$ cat config.mk
export PLATFORM = sky130hd
export DESIGN_NAME = egg_test_ctrl
export DESIGN_NICKNAME = d
export VERILOG_FILES = /design/src/rtl/egg_ctrl_pkg.sv /design/src/rtl/egg_test_ctrl_tick_gen.sv /design/src/rtl/egg_test_ctrl.sv
export SDC_FILE = /design/constraint.sdc
export NUM_CORES = 1
export LEC_CHECK = 0
export CAP_MARGIN = 30
export CORE_ASPECT_RATIO = 0.9
export CORE_UTILIZATION = 46
export CTS_CLUSTER_SIZE = 12
export DETAILED_ROUTE_END_ITERATION = 7
export PLACE_DENSITY_LB_ADDON = 0.1
export SYNTH_ARGS = -nofsm -noshare
export SYNTH_HDL_FRONTEND = slang
export SYNTH_SLANG_ARGS = --single-unit
$ cat constraint.sdc
create_clock -name clk_i -period 3.15 [get_ports clk_i]
set_clock_uncertainty 0.2 [all_clocks]
set_input_delay 0.315 -clock clk_i [delete_from_list [all_inputs] [get_ports clk_i]]
set_output_delay 0.315 -clock clk_i [all_outputs]
set_load 0.01 [all_outputs]
$ cat src/rtl/egg_ctrl_pkg.sv
// egg_ctrl_pkg: shared state encoding, word width and page-width helper for the egg-drop controller
package egg_ctrl_pkg;
  localparam int WORD_W = 32;
  typedef enum logic [1:0] {
    S_IDLE    = 2'd0,
    S_RUN     = 2'd1,
    S_DONE    = 2'd2,
    S_TIMEOUT = 2'd3
  } state_t;
  function automatic int page_w(input int n);
    return (n > 1) ? $clog2(n) : 1;
  endfunction
endpackage

$ cat src/rtl/egg_test_ctrl_tick_gen.sv
// tick_gen: free-running 2^DIV_K divider; tick is high while enabled in the all-ones cycle
module tick_gen #(
  parameter int DIV_K = 4
) (
  input  logic clk_i,
  input  logic rst_i,
  input  logic clear,
  input  logic enable,
  output logic tick
);
  logic [DIV_K-1:0] cnt;
  always_ff @(posedge clk_i or negedge rst_i)
    if (!rst_i) cnt <= '0;
    else if (clear) cnt <= '0;
    else if (enable) cnt <= cnt + 1'b1;
  assign tick = enable && (&cnt);
endmodule

$ cat src/rtl/egg_test_ctrl.sv
// egg_test_ctrl: config latch, gated CPU enable, run/watchdog FSM and display paging on one clock
module egg_test_ctrl
  import egg_ctrl_pkg::*;
#(
  parameter int          DATA_W    = 16,
  parameter int          NUM_CFG   = 2,
  parameter int          NUM_RES   = 4,
  parameter int          DIV_K     = 4,
  parameter int unsigned MAX_TICKS = 32'd1 << 20,
  parameter int          HOLD_K    = 24
) (
  input  logic                        clk_i,
  input  logic                        rst_i,
  input  logic [DATA_W-1:0]           in_data_i,
  input  logic [NUM_CFG-1:0]          cfg_load_i,
  input  logic                        start_i,
  input  logic                        cpu_done_i,
  input  logic [WORD_W*NUM_RES-1:0]   result_i,
  input  logic                        auto_page_i,
  input  logic                        page_next_i,
  output logic [WORD_W*NUM_CFG-1:0]   cfg_o,
  output logic                        cpu_ce_o,
  output logic                        cpu_clr_o,
  output logic [1:0]                  state_o,
  output logic [page_w(NUM_RES)-1:0]  page_o,
  output logic [WORD_W-1:0]           disp_data_o
);
  localparam int PW = page_w(NUM_RES);
  state_t             state, nxt;
  logic [NUM_CFG-1:0] valid;
  logic [31:0]        ticks;
  logic               auto_q, div_tick, hold_tick, hit, go, moved, adv;
  logic [PW-1:0]      lim;
  int                 pidx;
  assign state_o = state;
  assign go      = (state == S_IDLE) && (nxt == S_RUN);
  assign moved   = nxt != state;
  assign hit     = cpu_ce_o && (({1'b0, ticks} + 33'd1) >= 33'(MAX_TICKS));
  assign adv     = auto_page_i ? hold_tick : page_next_i;
  assign lim     = (state == S_IDLE) ? PW'(NUM_CFG - 1) : PW'(NUM_RES - 1);
  assign pidx    = int'(page_o);
  // done is checked before the watchdog so a same-cycle finish is reported as DONE
  always_comb
    nxt = (state == S_IDLE) ? ((start_i && (&valid)) ? S_RUN : S_IDLE) :
          (state == S_RUN)  ? (cpu_done_i ? S_DONE : hit ? S_TIMEOUT : S_RUN) :
          (start_i ? S_IDLE : state);
  tick_gen #(.DIV_K(DIV_K)) u_div (
    .clk_i  (clk_i),
    .rst_i  (rst_i),
    .clear  (go),
    .enable (state == S_RUN),
    .tick   (div_tick)
  );
  tick_gen #(.DIV_K(HOLD_K)) u_hold (
    .clk_i  (clk_i),
    .rst_i  (rst_i),
    .clear  (moved || adv || (auto_page_i != auto_q)),
    .enable (auto_page_i),
    .tick   (hold_tick)
  );
  always_ff @(posedge clk_i or negedge rst_i)
    if (!rst_i) begin
      state       <= S_IDLE;
      valid       <= '0;
      cfg_o       <= '0;
      ticks       <= '0;
      cpu_ce_o    <= 1'b0;
      cpu_clr_o   <= 1'b0;
      page_o      <= '0;
      disp_data_o <= '0;
      auto_q      <= 1'b0;
    end else begin
      state       <= nxt;
      cpu_clr_o   <= go;
      cpu_ce_o    <= div_tick && (nxt == S_RUN);
      ticks       <= go ? '0 : (cpu_ce_o && !(&ticks)) ? ticks + 32'd1 : ticks;
      auto_q      <= auto_page_i;
      page_o      <= moved ? '0 : adv ? ((page_o >= lim) ? '0 : page_o + 1'b1) : page_o;
      disp_data_o <= (state == S_IDLE) ?
                     ((pidx < NUM_CFG) ? cfg_o[pidx*WORD_W +: WORD_W] : '0) :
                     result_i[pidx*WORD_W +: WORD_W];
      for (int k = 0; k < NUM_CFG; k++)
        if (cfg_load_i[k] && (state != S_RUN)) begin
          cfg_o[k*WORD_W +: WORD_W] <= WORD_W'(in_data_i);
          valid[k]                  <= 1'b1;
        end
    end
endmodule
# Word level (Yosys, flattened, before mapping)
# Cells that the tools add are included.
op_classes:
  n_lt_le_gt_ge: 3
  n_reduce_logical: 21
  mux: 19
  eq_ne: 5
  shift: 2
  add_sub_neg: 5
op_table:
  columns: ["operator", "count"]
  rows:
  - ["32-bit 2-to-1 mux", 4]
  - ["128-bit by 8-bit indexed part select with 32-bit output", 1]
  - ["64-bit by 8-bit indexed part select with 32-bit output", 1]
  - ["24-bit 2-to-1 mux", 2]
  - ["32-bit by 1-bit adder with 33-bit output (second input constant)", 1]
  - ["33-bit by 21-bit greater-or-equal comparator with 1-bit output (second input constant)", 1]
  - ["32-bit by 1-bit adder with 32-bit output (second input constant)", 1]
  - ["32-bit AND reduction", 1]
  - ["24-bit by 1-bit adder with 24-bit output (second input constant)", 1]
  - ["24-bit AND reduction", 1]
  - ["2-bit 2-to-1 mux", 9]
  - ["1-bit logical AND", 9]
  - ["4-bit 2-to-1 mux", 2]
  - ["2-bit nonzero test", 4]
  - ["4-bit by 1-bit adder with 4-bit output (second input constant)", 1]
  - ["2-bit by 1-bit == test with 1-bit output (second input constant)", 2]
  - ["4-bit AND reduction", 1]
  - ["2-bit by 1-bit adder with 2-bit output (second input constant)", 1]
  - ["2-bit greater-or-equal comparator", 1]
  - ["2-bit logical NOT", 1]
  - ["1-bit logical OR", 2]
  - ["2-bit < comparator (second input constant)", 1]
  - ["1-bit 2-to-1 mux", 2]
  - ["2-bit by 1-bit != test with 1-bit output (second input constant)", 1]
  - ["4 further kinds", 4]
word_totals:
  output_inout_bits: 102
  ff_bits: 133
  inputBits: 152

# Depth between registers and ports, before layout
# Gate-level depths: netlist (run 1).
logic_depth:
  ltp_word: 11
  depth_mapped: 11
  mapped_depth_nobuf: 8

# By module
# A second synthesis (run 1) with hierarchy kept.
unflattened:
  cells_unflattened: 666
  area_unflattened_um2: 7348.3
by_module_without_submodules:
  columns: ["module", "seq_area_each_um2", "area_each_um2", "cells_per_inst", "n_inst"]
  rows:
  - ["egg_test_ctrl", 2627.5, 5814.3, 516, 1]
  - ["tick_gen (u_hold)", 600.6, 1306.3, 132, 1]
  - ["tick_gen (u_div)", 100.1, 227.7, 18, 1]

# Worst setup path after synthesis (run 1)
# Ideal clock, no wire load.
synth_timing:
  kind: "register to register"
  from: "reg ticks[0]"
  to: "reg u_hold.cnt[16]"
  synth_period_minus_slack_ps: 2821
  stages_incl_launch_ff: 12
  setup_slack_ps: 329
  t_arrival_ps: 2526
  cell_sequence: "dfrtp_1 -> ha_1 -> nand3_1 -> or3_1 -> buf_2 -> nor4_1 -> mux2i_1 -> nand4b_1 -> o31a_1 -> buf_6 -> buf_8 -> nor4_4"
synth_via:
  elab_chain_cells: 11
synth_rtl:
  columns: ["item", "line_no", "source"]
  rows:
  - ["from (decl)", "egg_test_ctrl.sv:31", "logic [31:0] ticks;"]
  - ["from (signal assigned)", "egg_test_ctrl.sv:76", "ticks <= go ? '0 : (cpu_ce_o && !(&ticks)) ? ticks + 32'd1 : ticks;"]
  - ["32-bit by 1-bit adder with 33-bit output (*)", "egg_test_ctrl.sv:38", "assign hit = cpu_ce_o && (({1'b0, ticks} + 33'd1) >= 33'(MAX_TICKS));"]
  - ["33-bit by 21-bit greater-or-equal comparator with 1-bit output (*)", "egg_test_ctrl.sv:38", null]
  - ["1-bit logical AND (*)", "egg_test_ctrl.sv:38", null]
  - ["2-bit 2-to-1 mux (*) (3 in a row)", "egg_test_ctrl.sv:45", "(state == S_RUN) ? (cpu_done_i ? S_DONE : hit ? S_TIMEOUT : S_RUN) :"]
  - ["2-bit 2-to-1 mux (*)", "egg_test_ctrl.sv:44", "nxt = (state == S_IDLE) ? ((start_i && (&valid)) ? S_RUN : S_IDLE) :"]
  - ["2-bit != test (*)", "egg_test_ctrl.sv:37", "assign moved = nxt != state;"]
  - ["1-bit logical OR (*) (2 in a row)", "egg_test_ctrl.sv:57", ".clear (moved || adv || (auto_page_i != auto_q)),"]
  - ["24-bit 2-to-1 mux / 2-bit nonzero test (equally long branches)", null, null]
  - ["to (signal assigned)", "egg_test_ctrl_tick_gen.sv:15", "else if (enable) cnt <= cnt + 1'b1;"]
  - ["to (decl)", "egg_test_ctrl_tick_gen.sv:11", "logic [DIV_K-1:0] cnt;"]
# Every way passes the cells marked *; elsewhere a longest branch is shown, timed or not.
# A chain may end at the register's enable or synchronous reset.

# Final worst setup path (run 1)
layout_timing:
  from: "reg ticks[0]"
  to: "reg u_hold.cnt[4]"
# Same word-level chain as after synthesis.

==> reports/results.txt, run 1 <==
Multi-input gate area: 3640 sq um
syn avg cell area: 11.3 sq um
critical-path cell list: ha_2, nand3_1, or3_1, buf_4, a2111oi_0, nor2_1, o31a_1, buf_6, nor4_2
n_diodes: 0
Slew headroom: 0.428
CP endpoint kind: register
asr flop ratio synth: 1.00
clk root buf: clkbuf_16
Row Count: 43
TritonCTS Buffers: 17
Synth Warn #: 0
FF/Latch Area: 3330 sq um
vias in the first global route: 6,162
slowest stage delay, CP: 0.42 ns
RSZ-0062 raised after global routing: no
port bufs: 221
most common cell in the synthesized netlist: dfrtp_1
clk_lat worst skew: 0.42 ns
iteration count of the initial detailed-routing pass: 5
Total GRT Usage: 0.268
I/O pins: 254
leakage: 4.12 nW
CP max-delay cell: dfrtp_2
Worst R2R Path Depth: 9
Final Hold Fails: 0
r2r setup slk: 0.19 ns
routed vias: 5,860
Layout Utilization: 0.671
Max clock buf depth: 2
TNS Setup: 0 ns
clk slew on worst S/H paths: 0.06 ns
Period minus WS final: 2.96 ns
Worst Path Arrival: 3.08 ns
Synth Register Bits: 133
DRC violations left: 0
GRT overflow: 0
crit-path max FO: 27
antenna violations before repair: 0
required time of the critical path: 3.27 ns
layout cell share with drive strength beyond 1: 0.180
Avg Vias per Cell: 5.43
critical path launch point type: register
post-DR wirelength/cell: 19.0 um
Die Height: 121 um
ys flop type: dfrtp_1
largest net degree at the start of global routing: 54
Final nets: 1,021
kind of critical path: register to register
register area share after synthesis: 0.461
Power Dens Cells: 734 nW/um^2
VDD IR max: 0.562 mV
WHS: 0.244 ns
top cell type's share of synthesized area: 0.461
H-tree levels: 4
Critical R2R Capture: u_hold.cnt[4]
clock tree from TritonCTS: done
Tightest Pin Transition: 0.858 ns
final setup fails: 0
global placer's final weighted congestion: 0.924
top cells by count, synth: dfrtp_1, nand2_1, nor2_1
final worst-path cycle share: 0.939
post-synth top area cell: dfrtp_1
largest cells by area after synthesis: dfrtp_1, mux4_2, mux2_2, xor2_1, buf_4
Fmax: 0.338 GHz
CTS Sinks: 133
outcome: finished clean
antenna viol nets, final: 0
area of the die: 16,200 sq um
Unique masters post-synth: 52
Die Wd: 134 um
first-pass GRT wire length: 33,000 um
initial drt markers: 368
Post-Syn Area: 7230 sq um
worst r2r src: ticks[0]
area delta synth->final: 42.9%
final WL: 20,500 um
CP endpoint: u_hold.cnt[4]
layout filler cell count: 1,147
max-slew violations: 0
Post-synth EDFFs: 0
post-DP HPWL: 15,100 um
Max-Cap Viols: 0
cells after synthesis: 640
Starting Density: 0.470
Hold Crit Class: input port to async pin
Core ar.: 15,400 sq um
CP startpoint: ticks[0]
-- flip-flops by register name, indices dropped and copies added (netlist names) --
register     cells
cpu_clr_o        1
u_div.cnt        4
state_o          2
cfg_o           32
auto_q           1
disp_data_o     32
ticks           32
page_o           2
cpu_ce_o         1
valid            2
u_hold.cnt      24
-- area by class of cell --
type	instances	share of cell area
flip-flops and latches	133	0.323
well taps	202	0.0245
clock inverters	12	0.0194
repair buffers	247	0.235
clock buffers	20	0.0442
multi-input cells	459	0.352
inverters	6	0.00218
-- critical path, delay by kind of cell (launching register included) --
family / cells / cell delay (ns)
fa+ha+maj: 1 / 0.23
flops: 1 / 0.42
buf+inv: 2 / 0.37
simple gates: 4 / 0.93
compound gates: 2 / 0.70
-- stage by stage --
stage,worst slack [ns],instance area (sq um),total power [W],instances
after floorplan,0.329,7340,0.00393,671
after global placement,0.239,9580,0.00535,1045
after detailed placement,0.0723,9580,0.00540,1045
after CTS,0.0489,10200,0.00764,1078
after global routing,0.0531,10300,0.00795,1079
final,0.191,10300,0.00758,1079
-- how the worst min path moves through the flow --
stage                                  to  startpoint
final                     disp_data_o[21]       rst_i
after global routing             valid[0]    valid[0]
after CTS                   u_hold.cnt[6]       rst_i
after detailed placement    u_hold.cnt[6]       rst_i
after global placement    disp_data_o[21]       rst_i
after floorplan                    auto_q       rst_i
-- cells in the final DEF (no fill, tap or decap), types with 8 or more instances in the layout --
cell type,n
mux2_2,33
nor4_1,11
xnor2_1,18
mux4_2,32
nand4_1,20
mux2i_1,18
nand3_1,24
clkbuf_16,17
and2_1,18
nor3_1,12
nand2_1,47
o21ai_0,28
dfrtp_1,130
buf_4,24
nor4_2,20
clkdlybuf4s50_1,220
or3_1,8
conb_1,32
xor2_1,35
nor2_1,45
-- repair_timing --
item	CTS	global route
resized for setup	0	15
hold endpoints to repair	43	0
endpoints found under the setup margin	0	27
hold buffers	1	0
buffers inserted	0	1
-- metal layers --
layer,vias to the layer above,wire length [um],GRT usage
li1,2696,-,-
met1,2919,8600,0.338
met2,207,10100,0.444
met3,38,1390,0.0802
met4,0,462,0.0864
met5,-,0,0
-- power breakdown --
| group | total [W] | switching [W] | internal, W | leakage, nW |
|---|---|---|---|---|
| Clock | 0.00220 | 0.000750 | 0.00145 | 0.313 |
| Combinational | 0.00283 | 0.00125 | 0.00159 | 2.10 |
| Sequential | 0.00256 | 0.000388 | 0.00217 | 1.71 |
| Total | 0.00758 | 0.00238 | 0.00520 | 4.12 |
-- cells by family (layout without fill, tap and decap cells) --
logic type / after synthesis / count (layout) / synth area share
buffers and inverters: 79 / 285 / 0.0627
adders and majority gates: 5 / 5 / 0.00866
muxes: 83 / 83 / 0.176
other: 1 / 32 / 0.000519
DFF: 133 / 133 / 0.461
and+or+nand+nor: 232 / 232 / 0.182
AOI/OAI and AO/OA: 54 / 54 / 0.0454
xor gates and xnor gates: 53 / 53 / 0.0642
No activity file was read; power rests on OpenSTA's default activity.
==> inputs of run 2 (changes only) <==
Settings changed: RECOVER_POWER set to 25.
==> run 2 against run 1 <==
  * Worst setup slack improved by 0.0047 ns
  * Design area about the same
  * Routed wire length about the same
  * Worst hold slack improved by 0.030 ns
  * Sequential power about the same
  * Global-route usage unchanged
  * Combinational power about the same
  * Sequential share of layout area about the same
  * Final cell count unchanged
  * Via count decreased by 0.14%
  * Die area unchanged
  * Critical endpoint unchanged
==> reports/results.txt, run 2 (synthesis gave the netlist of run 1 again) <==
area of the die: 16,200 sq um
internal power: 0.00520 W
H-tree levels: 4
kind of critical path: register to register
Inst Count DP: 1,045
Row Count: 43
final WL: 20,500 um
min-delay src: valid[0]
outcome: finished clean
layout cell share with drive strength beyond 1: 0.179
n_diodes: 0
WHS Endpoint: valid[0]
first-pass GRT wire length: 33,000 um
Avg Vias per Cell: 5.42
layout filler cell count: 1,145
final worst-path cycle share: 0.938
VDD IR max: 0.562 mV
r2r setup slk: 0.20 ns
RSZ-0062 raised after global routing: no
Core ar.: 15,400 sq um
Worst R2R Path Depth: 9
Die Height: 121 um
CP endpoint kind: register
Hold Crit Class: register to register
antenna viol nets, final: 0
post-DR wirelength/cell: 19.0 um
worst r2r src: ticks[0]
Total GRT Usage: 0.268
vias in the first global route: 6,162
most common cell after layout, fill and taps aside: clkdlybuf4s50_1
Max-Cap Viols: 0
Pwr Total: 0.00758 W
DRC violations left: 0
Net Switching: 0.00239 W
port bufs: 221
routed vias: 5,852
Slew headroom: 0.207
Final Hold Fails: 0
Final nets: 1,021
WHS Path Cells: 1
iteration count of the initial detailed-routing pass: 5
combinational group share of total power: 0.373
max-slew violations: 0
crit path buf inv count: 2
global placer's final weighted congestion: 0.924
crit-path max FO: 27
initial drt markers: 368
clock tree from TritonCTS: done
slowest stage delay, CP: 0.42 ns
CP max-delay cell: dfrtp_2
critical-path cell list: ha_2, nand3_1, or3_1, buf_4, a2111oi_0, nor2_1, o31a_1, buf_6, nor4_2
antenna violations before repair: 0
Sequential Power Share: 0.337
Power Dens Cells: 735 nW/um^2
crit-path leading delay family: simple AND/OR/NAND/NOR gates
clk_lat worst skew: 0.42 ns
clk slew on worst S/H paths: 0.06 ns
sw frac: 0.315
post-DP HPWL: 15,100 um
Layout Utilization: 0.671
area delta synth->final: 42.9%
required time of the critical path: 3.27 ns
Fmax: 0.338 GHz
TNS Setup: 0 ns
leading registers by flop count: cfg_o: 32 flops, disp_data_o: 32 flops, ticks: 32 flops
clk root buf: clkbuf_16
Tightest Pin Transition: 1.19 ns
Critical Path Stages: 9
final std cells w/o fill: 1,079
Period minus WS final: 2.95 ns
Starting Density: 0.470
GRT overflow: 0
critical path launch point type: register
Max clock buf depth: 2
TritonCTS Buffers: 17
Die Wd: 134 um
CTS Sinks: 133
final setup fails: 0
I/O pins: 254
Worst Path Arrival: 3.07 ns
clock power share: 0.290
leakage: 4.11 nW
Critical R2R Capture: u_hold.cnt[4]
commonest cells after routing, fill and taps aside: clkdlybuf4s50_1, dfrtp_1, nand2_1
largest net degree at the start of global routing: 54
run 2: cell count changes in the layout (fill, tap and decap cells not counted), sizes merged:
cell | previous run | this run
buf | 26 | 24
clkbuf | 20 | 22
clkdlybuf4s50 | 220 | 219
dlygate4sd3 | 1 | 2
run 2: what timing repair did:
action,CTS,global route
resized for setup,0,15
setup buffers,0,1
hold buffers,1,0
hold endpoints to repair,43,0
endpoints found under the setup margin,0,27
run 2: how the worst max path moves through the flow:
stage                           endpoint      from  slack (ns)
after floorplan           u_hold.cnt[16]  ticks[0]        0.33
after global placement     u_hold.cnt[1]  ticks[0]        0.24
after detailed placement   u_hold.cnt[1]  ticks[0]        0.07
after CTS                  u_hold.cnt[1]  ticks[0]        0.05
after global routing       u_hold.cnt[6]  ticks[0]        0.05
final                      u_hold.cnt[4]  ticks[0]        0.20
run 2: routing by layer:
metal	share of wire	vias up	track usage	routed length [um]
li1	-	2695	-	-
met1	0.42	2913	0.338	8620
met2	0.49	210	0.444	10100
met3	0.067	34	0.0802	1390
met4	0.021	0	0.0864	432
met5	0	-	0	0
run 2: cell type report:
| cell class | instances | area (sq um) | area share |
|---|---|---|---|
| Clock buffer | 20 | 457 | 0.0442 |
| Multi-Input combinational cell | 459 | 3640 | 0.353 |
| Tap cell | 202 | 253 | 0.0245 |
| Clock inverter | 12 | 200 | 0.0194 |
| Sequential cell | 133 | 3330 | 0.323 |
| Timing Repair Buffer | 247 | 2420 | 0.234 |
| Inverter | 6 | 22.5 | 0.00218 |
run 2: per-stage QoR:
stage	setup slack, ns	instance area, sq um	hold slack [ns]
floorplan	0.329	7340	-0.181
global placement	0.239	9580	0.150
detailed placement	0.0723	9580	0.166
CTS	0.0489	10200	0.256
global route	0.0531	10300	0.293
finish	0.195	10300	0.274
run 2: power by group through the flow:
| stage | logic [W] | registers [W] | clock network, W |
|---|---|---|---|
| after floorplan | 0.00130 | 0.00263 | 0 |
| after global placement | 0.00279 | 0.00256 | 0 |
| after detailed placement | 0.00282 | 0.00259 | 0 |
| after CTS | 0.00285 | 0.00257 | 0.00223 |
| after global routing | 0.00303 | 0.00262 | 0.00230 |
| final | 0.00283 | 0.00256 | 0.00220 |
